## src/rtl/mips_ctrl_fsm_pla.sv

```systemverilog
// Runtime-programmable PLA controller: {op,state} -> {next_state,ctl} through
// writable AND/OR planes, with run/hold, readback and sticky illegal-state flag.
module mips_ctrl_fsm_pla #(
  parameter int OP_W   = 6,
  parameter int ST_W   = 4,
  parameter int CTL_W  = 19,
  parameter int NTERMS = 16,
  localparam int IN_W  = OP_W + ST_W,
  localparam int OUT_W = CTL_W + ST_W,
  localparam int AW    = $clog2(NTERMS),
  localparam int PW    = (IN_W > OUT_W) ? IN_W : OUT_W
) (
  input  logic             clk,
  input  logic             reset,
  input  logic             run,
  input  logic [OP_W-1:0]  op,
  output logic [CTL_W-1:0] ctl,
  output logic [ST_W-1:0]  state,
  output logic             illegal,
  input  logic             clr_illegal,
  input  logic             prog_we,
  input  logic [1:0]       prog_sel,
  input  logic [AW-1:0]    prog_addr,
  input  logic [PW-1:0]    prog_wdata,
  output logic [PW-1:0]    prog_rdata,
  output logic             prog_err
);

  logic [IN_W-1:0]   and_val  [NTERMS];
  logic [IN_W-1:0]   and_care [NTERMS];
  logic [OUT_W-1:0]  or_mask  [NTERMS];
  logic [NTERMS-1:0] valid;

  logic [IN_W-1:0]   pla_in;
  logic [NTERMS-1:0] hit;
  logic [OUT_W-1:0]  or_out;
  logic              any_hit;
  logic              wr_ok;

  logic [ST_W-1:0]   state_nxt;
  logic              illegal_nxt;
  logic [PW-1:0]     rdata_nxt;

  assign pla_in = {op, state};

  // All matching terms contribute; there is deliberately no priority.
  always_comb begin
    hit    = '0;
    or_out = '0;
    for (int t = 0; t < NTERMS; t++) begin
      hit[t] = valid[t] && ((pla_in & and_care[t]) == (and_val[t] & and_care[t]));
      if (hit[t]) or_out = or_out | or_mask[t];
    end
  end

  assign any_hit = |hit;
  assign ctl     = run ? or_out[CTL_W-1:0] : '0;
  assign wr_ok   = prog_we && !run && !reset;

  // Clear is applied first so that a same-cycle illegal set overrides it.
  always_comb begin
    state_nxt   = state;
    illegal_nxt = illegal;
    if (clr_illegal) illegal_nxt = 1'b0;
    if (run) begin
      if (any_hit) begin
        state_nxt = or_out[OUT_W-1:CTL_W];
      end else begin
        state_nxt   = '0;
        illegal_nxt = 1'b1;
      end
    end
  end

  always_comb begin
    rdata_nxt = '0;
    unique case (prog_sel)
      2'd0: rdata_nxt = PW'(and_val[prog_addr]);
      2'd1: rdata_nxt = PW'(and_care[prog_addr]);
      2'd2: rdata_nxt = PW'(or_mask[prog_addr]);
      2'd3: rdata_nxt = PW'(valid[prog_addr]);
    endcase
  end

  always_ff @(posedge clk) begin
    if (reset) begin
      state      <= '0;
      illegal    <= 1'b0;
      prog_err   <= 1'b0;
      prog_rdata <= '0;
      valid      <= '0;
    end else begin
      state      <= state_nxt;
      illegal    <= illegal_nxt;
      prog_err   <= prog_we && run;
      prog_rdata <= rdata_nxt;
      if (wr_ok && prog_sel == 2'd3) valid[prog_addr] <= prog_wdata[0];
    end
  end

  // Plane contents are not reset; terms are gated off by valid instead.
  always_ff @(posedge clk) begin
    if (wr_ok) begin
      case (prog_sel)
        2'd0:    and_val[prog_addr]  <= prog_wdata[IN_W-1:0];
        2'd1:    and_care[prog_addr] <= prog_wdata[IN_W-1:0];
        2'd2:    or_mask[prog_addr]  <= prog_wdata[OUT_W-1:0];
        default: ;
      endcase
    end
  end

endmodule

```

## config.mk

```make
export PLATFORM = sky130hd
export DESIGN_NAME = mips_ctrl_fsm_pla
export DESIGN_NICKNAME = d
export VERILOG_FILES = /design/src/rtl/mips_ctrl_fsm_pla.sv
export SDC_FILE = /design/constraint.sdc
export NUM_CORES = 1
export LEC_CHECK = 0
export ABC_AREA = 1
export BUFFER_PORTS_ARGS = -buffer_cell sky130_fd_sc_hd__buf_2
export CORE_ASPECT_RATIO = 1.2
export CORE_UTILIZATION = 34
export DETAILED_ROUTE_END_ITERATION = 8
export PLACE_DENSITY = 0.54
export SYNTH_ARGS = -nofsm -noshare
export SYNTH_HDL_FRONTEND = slang
export SYNTH_SLANG_ARGS = --single-unit
```

## constraint.sdc

```tcl
create_clock -name clk -period 5.3 [get_ports clk]
set_input_delay 1.59 -clock clk [delete_from_list [all_inputs] [get_ports clk]]
set_output_delay 1.59 -clock clk [all_outputs]
set_load 0.05 [all_outputs]
```

---- After elaboration in Yosys (flattened, before gate mapping) ----
Memory sizes are Yosys's and may differ from the RTL's.
Index checks and enable logic that the tools add are counted.
storage, ports and cells
  register bits after elaboration ......... 45
  bits in latches ......................... 0
  RAM bits ................................ 688
  memory bits (read-only) ................. 0
  bits of input ports ..................... 40
  logic and storage cells ................. 137
  memories ................................ 3
cells by class
  $add $sub $neg .......................... 0
  $mul .................................... 0
  divide/modulo/power cells ............... 0
  $lt $le $gt $ge ......................... 2
  equality and inequality tests ........... 19
  shift operators ......................... 0
  mux-type cells .......................... 36
  bitwise logic cells ..................... 47
  reduce and logical (&&, ||, !) cells .... 25
memory list
  memory    depth  bits a word  rd ports  clocked after memory_dff  wr ports  RTL line  source
  or_mask   16     23           17        0                         1         31        logic [OUT_W-1:0] or_mask [NTERMS];
  and_care  16     10           17        0                         1         30        logic [IN_W-1:0] and_care [NTERMS];
  and_val   16     10           17        0                         1         29        logic [IN_W-1:0] and_val [NTERMS];
operators by type and width
  operator                                                                              count
  23-bit 2-to-1 mux                                                                     16
  23-bit bitwise OR                                                                     15
  10-bit bitwise AND                                                                    32
  10-bit equality test                                                                  16
  23-bit case mux with 4 select lines                                                   1
  1-bit logical AND                                                                     21
  19-bit 2-to-1 mux                                                                     1
  16-bit bitwise mux                                                                    1
  16-bit OR reduction                                                                   1
  1-bit 2-to-1 mux                                                                      14
  4-bit by 5-bit < comparator with 1-bit output (second input constant)                 1
  1-bit binary-select mux with 4-bit select                                             1
  1-bit demux with 4-bit select                                                         1
  2-bit equality test (second input constant)                                           2
  4-bit by 1-bit greater-or-equal comparator with 1-bit output (second input constant)  1
  4-bit 2-to-1 mux                                                                      1
  2-bit by 1-bit equality test with 1-bit output (second input constant)                1
  1-bit zero test                                                                       2
  2-bit zero test                                                                       1

---- Longest topological paths before layout ----
Gate-level depths: netlist of run 1.
  depth in word-level cells ............... 35
  gate-level depth with buffers ........... 16
  gate-level depth less buffers ........... 13

---- Worst setup path before layout of run 1 ----
OpenSTA, ideal clock, no wires.
  path kind ............................... input-to-output
  start ................................... in op[3]
  end ..................................... out ctl[7]
  arrival ................................. 3414 ps
  path slack .............................. 296 ps
  stages on the path ...................... 16
  buffers on the path ..................... 3
  cells stage by stage .................... buf_6 -> inv_6 -> buf_6 -> nand2_1 -> nand3_1 -> nand2_1 -> nor2_1 -> nand3_2 -> inv_4 -> buf_6 -> nand2_1 -> o21ai_1 -> nor2_1 -> nand3_1 -> nor2_1 -> nor2_1
on the way
  longest elaborated chain between the ends .. 35
  elaborated cells on any way between the ends .. 80
  classes of those cells .................. 16 x eq/ne; 17 x mux; 31 x bitwise; 16 x reduce/logical
RTL lines
  element                RTL line  source
  start, declared        16        input logic [OP_W-1:0] op,
  10-bit bitwise AND     51        hit[t] = valid[t] && ((pla_in & and_care[t]) == (and_val[t] & and_care[t]));
  10-bit equality test   51
  1-bit logical AND      51
  23-bit 2-to-1 mux      52        if (hit[t]) or_out = or_out | or_mask[t];
  23-bit bitwise OR      52
  23-bit 2-to-1 mux      52
  23-bit bitwise OR      52
  23-bit 2-to-1 mux      52
  (+19 left out)         -
  23-bit 2-to-1 mux      52
  23-bit bitwise OR      52
  23-bit 2-to-1 mux      52
  23-bit bitwise OR      52
  23-bit 2-to-1 mux      52
  23-bit bitwise OR      52
  23-bit 2-to-1 mux (*)  52
  19-bit 2-to-1 mux (*)  57        assign ctl = run ? or_out[CTL_W-1:0] : '0;
  end, declared          17        output logic [CTL_W-1:0] ctl,
Mark *: on every way between the ends. The rest lies on a longest branch, timed or not.

---- Worst setup path in the final report of run 1 ----
  start ................................... in op[1]
  end ..................................... out ctl[7]
Same word-level chain as after synthesis.

==> impl_metrics.csv, run 1 <==
group,metric,value,unit
run_status,status,"finished clean",
grt,grt_overflow,0,
logic_synthesis,synth_area,34000,µm²
worst_setup_path,crit_path_start_kind,"input port",
clock_network,cts_buffer_depth,3,
worst_setup_path,crit_family,"buffers and inverters",
clock_network,cts_tree,"built",
sta,setup_viol,0,
clock_network,clock-sinks,733,
grt,grt_max_degree,80,
placement,place_area,37500,µm²
detailed_routing,avgRoutedWirePerCell,25.4,µm
logic_synthesis,synth_flop_cell,"edfxtp_1",
layout,fin_area,40200,µm²
sta,hold_viol,0,
worst_setup_path,crit_fanout,13,
layout,num-fill-cells,9517,
clock_network,numCtsBuffers,80,
die,row_count,126,
power_and_ir_drop,leakage,15.3,nW
detailed_routing,drtIter0Drc,3210,
clock_network,ctsHoldBuffers,0,
placement,post-dp-hpwl,80000,µm
sta,slew_headroom,19.7,%
detailed_routing,num_vias,27200,
worst_setup_path,cpMaxStageDelayCell,"nor2_2",
sta,fmax,191,MHz
logic_synthesis,postSynthAreaPerCell,10.3,µm²
clock_network,clkLatencyLatePin,0.65,ns
logic_synthesis,ys_seq_area_share,63.4,%
logic_synthesis,synth_area_leaders,"edfxtp_1, nand2_1, nand3_1",
logic_synthesis,synth_top_area_cell,"edfxtp_1",
logic_synthesis,synth_edf_count,688,
layout,layout.nets,3571,
die,core_area,98700,µm²
logic_synthesis,syn_nets,3359,
logic_synthesis,synth_top_area_share,60.7,%
placement,gp_congestion,0.897,
grt,gr-usage-all-layers,23.9,%
worst_setup_path,path_cells,"buf_2 > buf_12 > clkinv_8 > buf_4 > nand2_1 > nand3_1 > o21ai_1 > nor2_2 > nand3_2 > buf_12 > buf_4 > nor2_2 > a21oi_1 > nand3_1 > nor2_1 > nor2_2 > buf_4 > buf_12",
detailed_routing,firstDrtPassIters,6,
sta,period_share,98.6,%
layout,utilization,40.8,%
logic_synthesis,synth_cell_types,40,
logic_synthesis,synth_warnings,0,
sta,fin_ws,0.0740,ns
detailed_routing,drt-total-wl,124000,µm
layout,drive_above_1_share,14.4,%
logic_synthesis,async_reset_ff_share,0,%
worst_setup_path,end_kind,"output port",
flow_run,maxCapViolations,0,
sta,worst_pin_slew,1.19,ns
detailed_routing,via_per_inst,5.57,
sta,rsz0062_at_grt,"true",
clock_network,clock-root-buffer,"clkbuf_16",
worst_setup_path,arrival,3.64,ns
layout,regArea,21600,µm²
die,start_util,34.5,%
worst_setup_path,cp.required,3.71,ns
worst_setup_path,path_buf_inv,8,
layout,areaGrowthSynthToFinish,18.2,%
grt,grt_pass1_vias,26200,
detailed_routing,drc_errors,0,
logic_synthesis,synthCells,3319,
power_and_ir_drop,p_per_area,311,nW/µm²
worst_setup_path,critical_path.max_stage_delay,0.21,ns
placement,portBuffers,87,
detailed_routing,final_antenna_net_count,0,
die,io_pins,88,
power_and_ir_drop,vdd_drop_max,0.224,mV
logic_synthesis,ys_seq_elements,733,
grt,antenna_found_initial,3,
worst_setup_path,path_class,"in -> out",
placement,dp_slack,-0.234,ns
layout,multi_input_area,10200,µm²
hold_path,hold_path.class,"reg -> reg",
grt,grt_pass1_wl,178000,µm
die,die-area,101000,µm²
clock_network,clkTransAtPathRegs,0.06,ns
die,die_w,291,µm
clock_network,h-tree-depth,3,
sta,fin_worst_skew,0.0316,ns
die,die_y,349,µm
sta,slew_viol_final,0,
sta,period_minus_slack,5.23,ns
==> cells by family after synthesis <==
| kind of cell | after synthesis | synth area share, % |
|---|---|---|
| flops | 733 | 63.4 |
| compound gates | 605 | 11.5 |
| buf+inv | 578 | 7.67 |
| simple gates | 1403 | 17.5 |
==> timing repair <==
action / 4_1_cts / 5_1_grt
buffers inserted: 0 / 3
cloned: 1 / 1
endpoints found under the hold margin: 0 / 0
setup endpoints to repair: 16 / 19
pin swaps: 3 / 7
gates resized for setup: 22 / 42
==> layout make-up <==
cell class	instances	share of cell area [%]
clock inverter	45	0.843
tap	1280	3.98
clock buffer	103	5.34
timing repair inverter	2	0.0280
inverter	407	3.97
sequential	733	53.6
timing repair buffer	299	6.97
multi-input combinational	2008	25.3
antenna	2	0.0124
==> final timing paths <==
check | from | endpoint | slack, ns | cells past startpoint
hold reg to reg | valid[15] | valid[15] | 0.49 | 2
setup / recovery | op[1] | ctl[7] | 0.07 | 18
setup reg to reg | state[3] | state[3] | 2.63 | 16
hold / removal | valid[15] | valid[15] | 0.49 | 2
==> stage by stage <==
step	hold slack (ns)	instances	total power, W	setup TNS (ns)
2_1_floorplan	0.446	3319	0.00684	0
3_3_place_gp	0.462	4724	0.00718	-0.648
3_5_place_dp	0.479	4724	0.00718	-0.803
4_1_cts	0.487	4873	0.0126	0
5_1_grt	0.517	4877	0.0128	-0.0425
6_report	0.489	4879	0.0125	0
==> state kept, by name (all words and copies together), names as in the netlist <==
signal / cells
and_val: 160
prog_rdata: 23
and_care: 160
valid: 16
illegal: 1
prog_err: 1
or_mask: 368
state: 4
==> synth_stat cells, types with 9 or more instances <==
| cell type | number |
|---|---|
| a21oi_1 | 36 |
| buf_1 | 9 |
| buf_2 | 61 |
| o221ai_1 | 63 |
| o22ai_1 | 136 |
| a41oi_1 | 13 |
| buf_6 | 37 |
| o211ai_1 | 12 |
| nand3_2 | 17 |
| and2_1 | 9 |
| o21ai_1 | 42 |
| nor2_1 | 336 |
| or2_2 | 11 |
| o21ai_0 | 137 |
| nand2_1 | 649 |
| a22oi_1 | 127 |
| a31oi_1 | 28 |
| nand4_1 | 30 |
| dfxtp_1 | 45 |
| edfxtp_1 | 688 |
| clkbuf_1 | 56 |
| nand3_1 | 339 |
| inv_1 | 383 |
==> placed cells by master (no fill, tap or decap), types with 9 or more instances in the layout <==
| cell | count |
|---|---|
| a21oi_1 | 36 |
| a22oi_1 | 127 |
| a31oi_1 | 28 |
| a41oi_1 | 13 |
| and2_1 | 9 |
| buf_12 | 57 |
| buf_2 | 69 |
| buf_4 | 164 |
| clkbuf_1 | 18 |
| clkbuf_16 | 81 |
| clkinv_1 | 18 |
| clkinv_2 | 20 |
| dfxtp_1 | 45 |
| edfxtp_1 | 688 |
| inv_1 | 383 |
| nand2_1 | 647 |
| nand3_1 | 339 |
| nand3_2 | 11 |
| nand4_1 | 30 |
| nor2_1 | 297 |
| nor2_2 | 19 |
| nor2_4 | 26 |
| o211ai_1 | 12 |
| o21ai_0 | 137 |
| o21ai_1 | 41 |
| o221ai_1 | 63 |
| o22ai_1 | 134 |
| or2_2 | 11 |
==> report_power, final <==
group	total, W	internal, W	switching [W]
clock network	0.00542	0.00303	0.00239
logic	0.000728	0.000183	0.000545
registers	0.00635	0.00635	0.00000838
==> routing by layer <==
| layer | part of all wire, % | track usage [%] |
|---|---|---|
| met2 | 47 | 39.8 |
| met4 | 4.2 | 10.0 |
| met1 | 40 | 31.3 |
| met3 | 8.5 | 3.16 |
| met5 | 0.0065 | 0 |
==> tightest hold or removal path, delay by kind of cell, from the launching register on <==
kind	cells	cell delay [ns]
flip-flops	1	0.31
buffers and inverters	1	0.07
AO/OA/AOI/OAI	1	0.06
Note: power is estimated with default switching activity, not from simulation.
==> run 2: changes to the inputs <==
Settings changed: ABC_AREA 1 to not set.
==> run 2 against run 1 <==
  * The run now ends with negative setup slack left
  * Setup slack got worse by 0.48 ns
  * Critical path depth fell by 6
  * Global-route usage fell by 2.0 points
  * Total power rose by 0.18%
  * Combinational power fell by 5.6%
  * Sequential share of layout area rose by 0.63 points
  * Critical path type unchanged
  * Largest cell class unchanged
==> impl_metrics.csv, run 2 <==
group,metric,value,unit
die,io_pins,88,
hold_path,hold_start,"state[1]",
worst_setup_path,rr_startpoint,"state[2]",
worst_setup_path,rrSetupSlack,1.77,ns
grt,grt_pass1_wl,151000,µm
logic_synthesis,synth_compound_area_share,7.31,%
logic_synthesis,postSynthAreaPerCell,17.7,µm²
hold_path,hold_path.class,"reg -> reg",
run_status,violations,"negative setup slack",
detailed_routing,via_per_inst,5.87,
clock_network,clkLatencyLatePin,0.63,ns
detailed_routing,final_antenna_net_count,0,
logic_synthesis,synth_cell_types,32,
sta,slew_viol_final,0,
logic_synthesis,synth_top_area_share,64.2,%
hold_path,hold_end,"state[1]",
worst_setup_path,r2r-end,"state[0]",
sta,fmax,175,MHz
die,die-area,95900,µm²
worst_setup_path,cpMaxStageDelayCell,"a222oi_1",
clock_network,clock-root-buffer,"clkbuf_16",
worst_setup_path,path_cells,"buf_12 > buf_12 > buf_6 > xor2_1 > a222oi_1 > nand4_1 > nor2_4 > buf_6 > a22oi_1 > and4_1 > a31oi_4 > buf_12",
logic_synthesis,synth_area_leaders,"edfxtp_1, mux4_2, xor2_1",
layout,drive_above_1_share,35.0,%
die,die_y,339,µm
sta,rsz0062_at_grt,"true",
grt,grt_overflow,0,
logic_synthesis,synthSimpleGateAreaFrac,3.77,%
grt,gr-usage-all-layers,21.9,%
grt,grt_max_degree,77,
logic_synthesis,netlist_top_cells_count,"edfxtp_1, mux4_2, xor2_1, a22oi_1, nor2_1",
logic_synthesis,synth_area,32200,µm²
sta,fin_ws,-0.411,ns
worst_setup_path,arrival,4.12,ns
layout,final_cell_mix,"edfxtp_1, mux4_2, buf_4",
worst_setup_path,crit_family,"compound AO/OA/AOI/OAI gates",
power_and_ir_drop,p_per_area,315,nW/µm²
clock_network,cts_buffer_depth,3,
detailed_routing,drc_errors,0,
detailed_routing,met1_length,41300,µm
layout,top_regs,"or_mask x368, and_care x160, and_val x160",
worst_setup_path,cp.required,3.71,ns
logic_synthesis,synthAdderAreaFrac,0,%
sta,hold_viol,0,
layout,largest_reg_flops,368,
logic_synthesis,synth_warnings,0,
clock_network,clkTransAtPathRegs,0.06,ns
die,start_util,34.3,%
layout,areaGrowthSynthToFinish,23.5,%
detailed_routing,dr_wl_met2,54300,µm
power_and_ir_drop,leakage,13.0,nW
logic_synthesis,async_reset_ff_share,0,%
placement,post-dp-hpwl,68800,µm
sta,period_share,108,%
sta,holdWs,0.502,ns
worst_setup_path,ff2ff_path_depth,13,
die,core_area,93700,µm²
run_status,status,"finished with violations",
worst_setup_path,crit_path_start_kind,"input port",
die,row_count,123,
logic_synthesis,synthXorXnorAreaFrac,4.35,%
sta,slew_headroom,14.2,%
logic_synthesis,synth_edf_count,688,
layout,layout.nets,2155,
layout,num-fill-cells,8245,
power_and_ir_drop,vdd_drop_max,0.235,mV
logic_synthesis,syn_nets,1860,
logic_synthesis,synthCells,1820,
placement,gp_congestion,0.863,
logic_synthesis,synth_most_common_cell,"edfxtp_1",
worst_setup_path,path_buf_inv,5,
sta,setup_viol,19,
layout,top_register,"or_mask",
worst_setup_path,end_kind,"output port",
clock_network,cts_tree,"built",
layout,layout_commonest_cell,"edfxtp_1",
detailed_routing,drtIter0Drc,2454,
logic_synthesis,synth_top_area_cell,"edfxtp_1",
clock_network,h-tree-depth,3,
logic_synthesis,ys_seq_area_share,67.0,%
detailed_routing,num_vias,20100,
logic_synthesis,synth_flop_cell,"edfxtp_1",
grt,antenna_found_initial,2,
clock_network,numCtsBuffers,79,
clock_network,clock-sinks,733,
worst_setup_path,critical_path.max_stage_delay,0.50,ns
worst_setup_path,crit_fanout,5,
detailed_routing,wl_met3,7800,µm
logic_synthesis,ys_seq_elements,733,
clock_network,ctsHoldBuffers,0,
flow_run,maxCapViolations,0,
layout,fin_cells,3428,
die,die_w,283,µm
logic_synthesis,synth_top_family_by_area,"multiplexers",
hold_path,worst_hold_path.num_cells,2,
detailed_routing,avgRoutedWirePerCell,31.5,µm
placement,placedCellCount,3230,
worst_setup_path,path_class,"in -> out",
sta,period_minus_slack,5.71,ns
grt,grt_pass1_vias,20700,
detailed_routing,firstDrtPassIters,6,
detailed_routing,top_layer,"met5",
worst_setup_path,cp_common_cell,"buf_12",
sta,fin_worst_skew,0.0266,ns
logic_synthesis,synthMuxAreaShare,15.7,%
detailed_routing,drt-total-wl,108000,µm
placement,portBuffers,87,
sta,worst_pin_slew,1.28,ns
## run 2: cell types whose count changed in the layout (fill, tap and decap cells not counted), sizes merged, moves of 132 or more
cell   before  now
nand3     356    7
mux4        0  221
xor2        0  160
nor2      342  106
inv       404    4
nand2     649   72
o21ai     180   16
o22ai     137    5
## run 2: final cells by class
class	count	area, µm²	share of cell area [%]
Sequential cell	733	21600	54.2
Multi-Input combinational cell	961	10700	26.9
Timing Repair Buffer	338	3380	8.51
Clock buffer	104	2180	5.49
Tap cell	1250	1560	3.93
Clock inverter	38	364	0.916
Inverter	2	7.51	0.0189
Antenna cell	2	5.00	0.0126
## run 2: power by group
| part | internal, W | total [W] | switching [W] |
|---|---|---|---|
| Clock | 0.00320 | 0.00548 | 0.00228 |
| Combinational | 0.000272 | 0.000687 | 0.000415 |
| Sequential | 0.00635 | 0.00636 | 0.00000923 |
| Total | 0.00982 | 0.0125 | 0.00271 |
## run 2: timing repair
action                                  CTS  global route
buffers inserted                         34            20
endpoints found under the setup margin   19            19
gates resized for setup                  55            42
gates cloned                              2             2
pin swaps                                39            36
## run 2: per-layer routing
metal / global-route usage [%] / vias to the layer above
li1: - / 8151
met1: 28.1 / 10700
met2: 37.2 / 1102
met3: 3.06 / 222
met4: 9.13 / 2
met5: 0 / -
## run 2: worst min-delay path, delay by kind of cell, from the launching register on
family             cells  cell delay, ns
DFF                    1            0.32
and+or+nand+nor        1            0.07
AOI/OAI and AO/OA      1            0.06
## run 2: worst max path at each step
stage               startpoint  endpoint  slack [ns]  cells past startpoint
floorplan                op[2]   ctl[11]       -0.07                     10
global placement         op[2]    ctl[9]       -0.66                     13
detailed placement       op[2]    ctl[9]       -0.57                     13
CTS                      op[2]    ctl[8]       -0.53                     15
global route             op[5]    ctl[4]       -0.48                     14
finish                   op[5]    ctl[6]       -0.41                     12
## run 2: cell families after synthesis
kind of cell,after synthesis
multiplexers,230
AO/OA/AOI/OAI,311
XOR/XNOR,160
buffers and inverters,126
AND/OR/NAND/NOR,260
flip-flops,733
## run 2: through the flow
stage / setup WS [ns] / TNS (ns) / util, % / instance area (µm²) / total power [W]
after global placement: -0.660 / -11.12 / 38.6 / 36100 / 0.00715
final: -0.411 / -6.36 / 42.4 / 39800 / 0.0125
after CTS: -0.530 / -8.29 / 42.0 / 39300 / 0.0126
after floorplan: -0.0663 / -0.0663 / - / 32400 / 0.00687
after detailed placement: -0.569 / -9.81 / 38.6 / 36100 / 0.00715
after global routing: -0.477 / -7.73 / 42.4 / 39800 / 0.0128
